[config.mk]
export PLATFORM = sky130hd
export DESIGN_NAME = shift_seq
export DESIGN_NICKNAME = d
export VERILOG_FILES = /design/src/rtl/shift_pkg.sv /design/src/rtl/shift_step.sv /design/src/rtl/shift_seq.sv
export SDC_FILE = /design/constraint.sdc
export NUM_CORES = 1
export LEC_CHECK = 0
export ABC_AREA = 1
export CORE_MARGIN = 4
export CORE_UTILIZATION = 50
export DETAILED_ROUTE_END_ITERATION = 10
export PLACE_DENSITY = 0.83
export SLEW_MARGIN = 15
export SYNTH_ARGS = -nofsm -noshare
export SYNTH_HDL_FRONTEND = slang
export SYNTH_SLANG_ARGS = --single-unit
[constraint.sdc]
create_clock -name clk -period 4 [get_ports clk]
set_input_delay 0.4 -clock clk [delete_from_list [all_inputs] [get_ports clk]]
set_output_delay 0.4 -clock clk [all_outputs]
set_load 0.005 [all_outputs]
[src/rtl/shift_pkg.sv]
// Shared types for the multi-cycle shift sequencer (shift_seq) and its step shifter.
// Optional RV64 word forms are enabled in shift_seq by defining SHIFT_WORD_OPS_EN.
package shift_pkg;

  typedef enum logic [1:0] {
    SHIFT_SLL  = 2'b00,
    SHIFT_SRL  = 2'b01,
    SHIFT_SRA  = 2'b10,
    SHIFT_RSVD = 2'b11
  } shift_op_t;

  typedef enum logic [1:0] {
    IDLE = 2'b00,
    BUSY = 2'b01,
    DONE = 2'b10
  } shift_state_t;

  function automatic logic op_is_right(input shift_op_t op);
    return (op == SHIFT_SRL) || (op == SHIFT_SRA);
  endfunction

endpackage

[src/rtl/shift_step.sv]
// Combinational single-cycle shifter: moves data by 0..STEP positions in either
// direction, built as a chain of power-of-two mux2 stages.
module shift_step #(
  parameter int N    = 64,
  parameter int STEP = 8
) (
  input  logic [N-1:0]             data,
  input  logic [$clog2(STEP):0]    amount,
  input  logic                     dir,
  input  logic                     fill,
  output logic [N-1:0]             result
);

  localparam int SW = $clog2(STEP) + 1;

  logic [SW:0][N-1:0] stage;

  assign stage[0] = data;

  // Stage gi shifts by 2**gi when amount bit gi is set; dir=1 shifts right.
  generate
    for (genvar gi = 0; gi < SW; gi++) begin : g_stage
      localparam int S = 1 << gi;
      logic [N-1:0] shl;
      logic [N-1:0] shr;
      assign shl = {stage[gi][N-1-S:0], {S{fill}}};
      assign shr = {{S{fill}}, stage[gi][N-1:S]};
      assign stage[gi+1] = amount[gi] ? (dir ? shr : shl) : stage[gi];
    end
  endgenerate

  assign result = stage[SW];

endmodule

[src/rtl/shift_seq.sv]
// Multi-cycle SLL/SRL/SRA sequencer applying up to STEP positions per cycle.
// Define SHIFT_WORD_OPS_EN to add the RV64 SLLW/SRLW/SRAW forms via the word input.
module shift_seq
  import shift_pkg::*;
#(
  parameter int N    = 64,
  parameter int STEP = 8
) (
  input  logic                  clk,
  input  logic                  rst,
  input  logic                  start_valid,
  output logic                  start_ready,
  input  logic [1:0]            op,
  input  logic                  word,
  input  logic [$clog2(N)-1:0]  shift_amount,
  input  logic [N-1:0]          dataIn,
  output logic                  result_valid,
  input  logic                  result_ready,
  output logic [N-1:0]          dataOut,
  output logic                  busy
);

  localparam int AW = $clog2(N);
  localparam int SW = $clog2(STEP) + 1;

  shift_state_t   state_reg;
  shift_op_t      op_reg;
  logic [N-1:0]   work_reg;
  logic [AW-1:0]  remaining_reg;

  logic [AW-1:0]  eff_amount;
  logic [N-1:0]   pre_data;
  logic [N-1:0]   accept_result;
  logic [N-1:0]   final_result;
  logic [SW-1:0]  step;
  logic [N-1:0]   step_out;
  logic           step_fill;
  logic           step_dir;

`ifdef SHIFT_WORD_OPS_EN
  logic word_reg;

  function automatic logic [N-1:0] sext32(input logic [N-1:0] v);
    return {{(N-32){v[31]}}, v[31:0]};
  endfunction
`else
  logic unused_word;
  assign unused_word = word;
`endif

  // Operand conditioning at accept time; word forms mask the amount and narrow the operand.
  always_comb begin
    eff_amount    = shift_amount;
    pre_data      = dataIn;
`ifdef SHIFT_WORD_OPS_EN
    if (word) begin
      eff_amount = {{(AW-5){1'b0}}, shift_amount[4:0]};
      case (op)
        2'b01:   pre_data = {{(N-32){1'b0}}, dataIn[31:0]};
        2'b10:   pre_data = {{(N-32){dataIn[31]}}, dataIn[31:0]};
        default: pre_data = dataIn;
      endcase
    end
`endif
    accept_result = pre_data;
`ifdef SHIFT_WORD_OPS_EN
    if (word) begin
      accept_result = sext32(pre_data);
    end
`endif
  end

  always_comb begin
    if (remaining_reg >= AW'(STEP)) begin
      step = SW'(STEP);
    end else begin
      step = remaining_reg[SW-1:0];
    end
  end

  assign step_dir  = op_is_right(op_reg);
  assign step_fill = (op_reg == SHIFT_SRA) & work_reg[N-1];

  shift_step #(
    .N    (N),
    .STEP (STEP)
  ) u_step (
    .data   (work_reg),
    .amount (step),
    .dir    (step_dir),
    .fill   (step_fill),
    .result (step_out)
  );

  always_comb begin
    final_result = step_out;
`ifdef SHIFT_WORD_OPS_EN
    if (word_reg) begin
      final_result = sext32(step_out);
    end
`endif
  end

  always_ff @(posedge clk or posedge rst) begin
    if (rst) begin
      state_reg     <= IDLE;
      op_reg        <= SHIFT_SLL;
      work_reg      <= '0;
      remaining_reg <= '0;
      dataOut       <= '0;
      result_valid  <= 1'b0;
      busy          <= 1'b0;
      start_ready   <= 1'b1;
`ifdef SHIFT_WORD_OPS_EN
      word_reg      <= 1'b0;
`endif
    end else begin
      case (state_reg)
        IDLE: begin
          if (start_valid && start_ready) begin
            op_reg      <= shift_op_t'(op);
            work_reg    <= pre_data;
            start_ready <= 1'b0;
            busy        <= 1'b1;
`ifdef SHIFT_WORD_OPS_EN
            word_reg    <= word;
`endif
            // Nothing to shift: the operand goes straight to the result register.
            if ((eff_amount == '0) || (op == 2'b11)) begin
              remaining_reg <= '0;
              dataOut       <= accept_result;
              result_valid  <= 1'b1;
              state_reg     <= DONE;
            end else begin
              remaining_reg <= eff_amount;
              state_reg     <= BUSY;
            end
          end
        end

        BUSY: begin
          work_reg      <= step_out;
          remaining_reg <= remaining_reg - AW'(step);
          if (remaining_reg == AW'(step)) begin
            dataOut      <= final_result;
            result_valid <= 1'b1;
            state_reg    <= DONE;
          end
        end

        DONE: begin
          if (result_ready) begin
            result_valid <= 1'b0;
            busy         <= 1'b0;
            start_ready  <= 1'b1;
            state_reg    <= IDLE;
          end
        end

        default: begin
          state_reg    <= IDLE;
          result_valid <= 1'b0;
          busy         <= 1'b0;
          start_ready  <= 1'b1;
        end
      endcase
    end
  end

endmodule

==> results.md <==
- Nets@finish: 2448
- Chip width: roughly 170 um
- Die Ht: about 170 um
- Worst reg2reg path endpoint: dataOut[30]
- Share of the synthesized area in the top cell type: approximately 28%
- Hold_buf cts: 0
- Setup crit start kind: register
- Initial Utilization: about half
- Most frequent cell after synthesis: nand2_1
- Critical Path RT: ~4.3 ns
- Post-synth EDFFs: 0
- Fin crit share: between 70 and 80%
- Num CTS Buffers: 17
- Final setup violation count: 0
- Initial antenna violation count: 0
- Cell count after synthesis: around 2300
- Initial drt markers: between 2000 and 2500
- Post-CTS sizing: 0
- Syn nets: about 2400
- Reg-to-Reg Start: remaining_reg[0]
- Average cell area after synthesis: roughly 5.7 sq um
- CTS Sinks: 141
- Synth Register Bits: 141
- DRC: 0
- H-tree levels: 4
- Syn Std Cell Area: 13300 sq um
- Largest fanout on the critical path: between 40 and 50
- GRT Resource Usage Total: between 30% and 40%
- Max-Slew Margin vs Limit: between 30% and 40%
- CP arrival: approximately 3.4 ns
- Total I/O pin count: around 140
- CTS Buffer Depth: 2
- RSZ-0062 raised after global routing: false
- Worst-Margin Slew: slightly above 1 ns
- Register area: 3530 sq um
- Crit Path Class: register to register
- TritonCTS clock tree: done
- Element type at the critical path end: register
- Setup TNS Final: 0 ns
- Core area: roughly 26000 sq um
- Largest cells by area after synthesis: nand2_1, dfrtp_1, nand3_1, inv_1, buf_2
- Drt total wl: around 50 mm
- TritonRoute pass-1 iters: 8
- Clock-pin slew on the worst setup and hold paths: roughly 0.08 ns
- Count of cell types in the netlist: 35
- DP HPWL: about 35 mm
- Clk root buf: clkbuf_16
- GPL Wtd Cong: about 0.96
- Vias in the first global route: between 10000 and 15000
- Leading cell types by count after synthesis: nand2_1, nand3_1, dfrtp_1, inv_1, buf_2
- FF-to-FF setup slack: ~0.89 ns
- Reg2Reg Depth: 16
- Hold WC Path Type: primary input to asynchronous set/reset pin
- WL per Instance: approximately 18 um
- Synth Warn #: 0
- ANT nets after route: 0
- Ys async rst share: 100%
- # rows: 59
- Final Hold Fails: 0
- Fill count: 2688
- Final Max Tran Viols: 0
- Die Area: between 20000 and 30000 sq um
- Most area-hungry cell type in the Yosys netlist: nand2_1
- P&R area growth vs syn: 15.2%
- Max Clock Skew: 0.0169 ns
- Input/output buffers: 142
- Max Clock Freq: 322 MHz
- First-pass GRT wire length: 78.8 mm
- Final worst path period need: a little over 3 ns
- Sequential fraction of the synthesis area: a little over a quarter
- Main synth FF type: dfrtp_1
- Area of the multi-input gates: 8490 sq um
- Later-pin clock latency in the skew report: around 0.44 ns
- Share of layout cells above drive strength 1: under 10%
- DR vias: 16100
- Number of setup buffers added after CTS: 0
- Ant. Diodes: 0
- Vias per inst: 5.92
- GRT overflow: 0
- Max-cap violations: 0
- Largest net degree at the start of global routing: 81
- Run status: complete, no violations
[layout make-up]
cell class	count	share of cell area, %
multi-input cells	1892	55.3
well taps	335	2.73
clock buffers	18	2.86
clock inverters	14	0.806
flip-flops and latches	141	23.0
repair buffers	179	11.9
inverters	138	3.45
[cell families after synthesis]
group	Yosys count	synth area share [%]
flip-flops	141	26.5
AO/OA/AOI/OAI	101	4.06
adder cells (fa/ha/maj)	2	0.188
XOR/XNOR	1	0.0657
buffers and inverters	299	10.1
AND/OR/NAND/NOR	1787	59.1
other	1	0.0281
[cell usage in the layout (no fill, tap or decap), types with 18 or more instances in the layout]
cell / netlist / final
inv_1: 129 / 126
nand2_1: 981 / 980
nor2_1: 28 / 26
or2_2: 45 / 45
clkdlybuf4s50_1: 0 / 142
nand3_1: 699 / 699
o21ai_0: 57 / 57
nand3_2: 18 / 18
dfrtp_1: 140 / 140
buf_4: 10 / 27
[critical path: stages, from the launching register on]
cell	delay, ns
dfrtp_1	0.68
nand3_4	0.31
inv_4	0.39
buf_12	0.28
nand2_1	0.13
nand2_1	0.10
nand2_1	0.07
nand3_1	0.12
nand2_1	0.09
nand2_1	0.06
nand3_1	0.08
nand3_1	0.26
nand3_1	0.11
nand2_1	0.10
nand2_1	0.07
nand2_1	0.07
nand2_1	0.05
[per-stage QoR]
step	hold slack, ns	cell area, sq um	std cells	utilization [%]	setup slack, ns
5_1_grt	0.400	15400	2717	58.8	0.736
3_5_place_dp	0.464	14800	2685	56.6	1.02
3_3_place_gp	0.465	14800	2685	56.6	1.08
4_1_cts	0.374	15400	2717	58.8	1.03
6_report	0.367	15400	2717	58.8	0.892
2_1_floorplan	0.446	13300	2332	-	1.84
[worst max-delay path by stage]
stage | from | end | slack, ns | cells past startpoint
2_1_floorplan | rst | busy | 1.84 | 1
3_3_place_gp | remaining_reg[0] | dataOut[30] | 1.08 | 16
3_5_place_dp | start_valid | work_reg[54] | 1.02 | 9
4_1_cts | remaining_reg[0] | dataOut[30] | 1.03 | 16
5_1_grt | remaining_reg[0] | work_reg[30] | 0.74 | 16
6_report | remaining_reg[0] | dataOut[30] | 0.89 | 16
[layer usage]
| layer | vias up | wire length [um] | track usage, % | part of all wire, % |
|---|---|---|---|---|
| met2 | 895 | 21500 | 50.5 | 43 |
| met4 | 0 | 1510 | 10.3 | 3.0 |
| met3 | 110 | 5040 | 5.79 | 10 |
| li1 | 7688 | - | - | - |
| met1 | 7396 | 22100 | 49.9 | 44 |
| met5 | - | 0 | 0 | 0 |
Power is not shown: default switching activity piles up to over one toggle a cycle in this logic, so the estimate is an artifact.
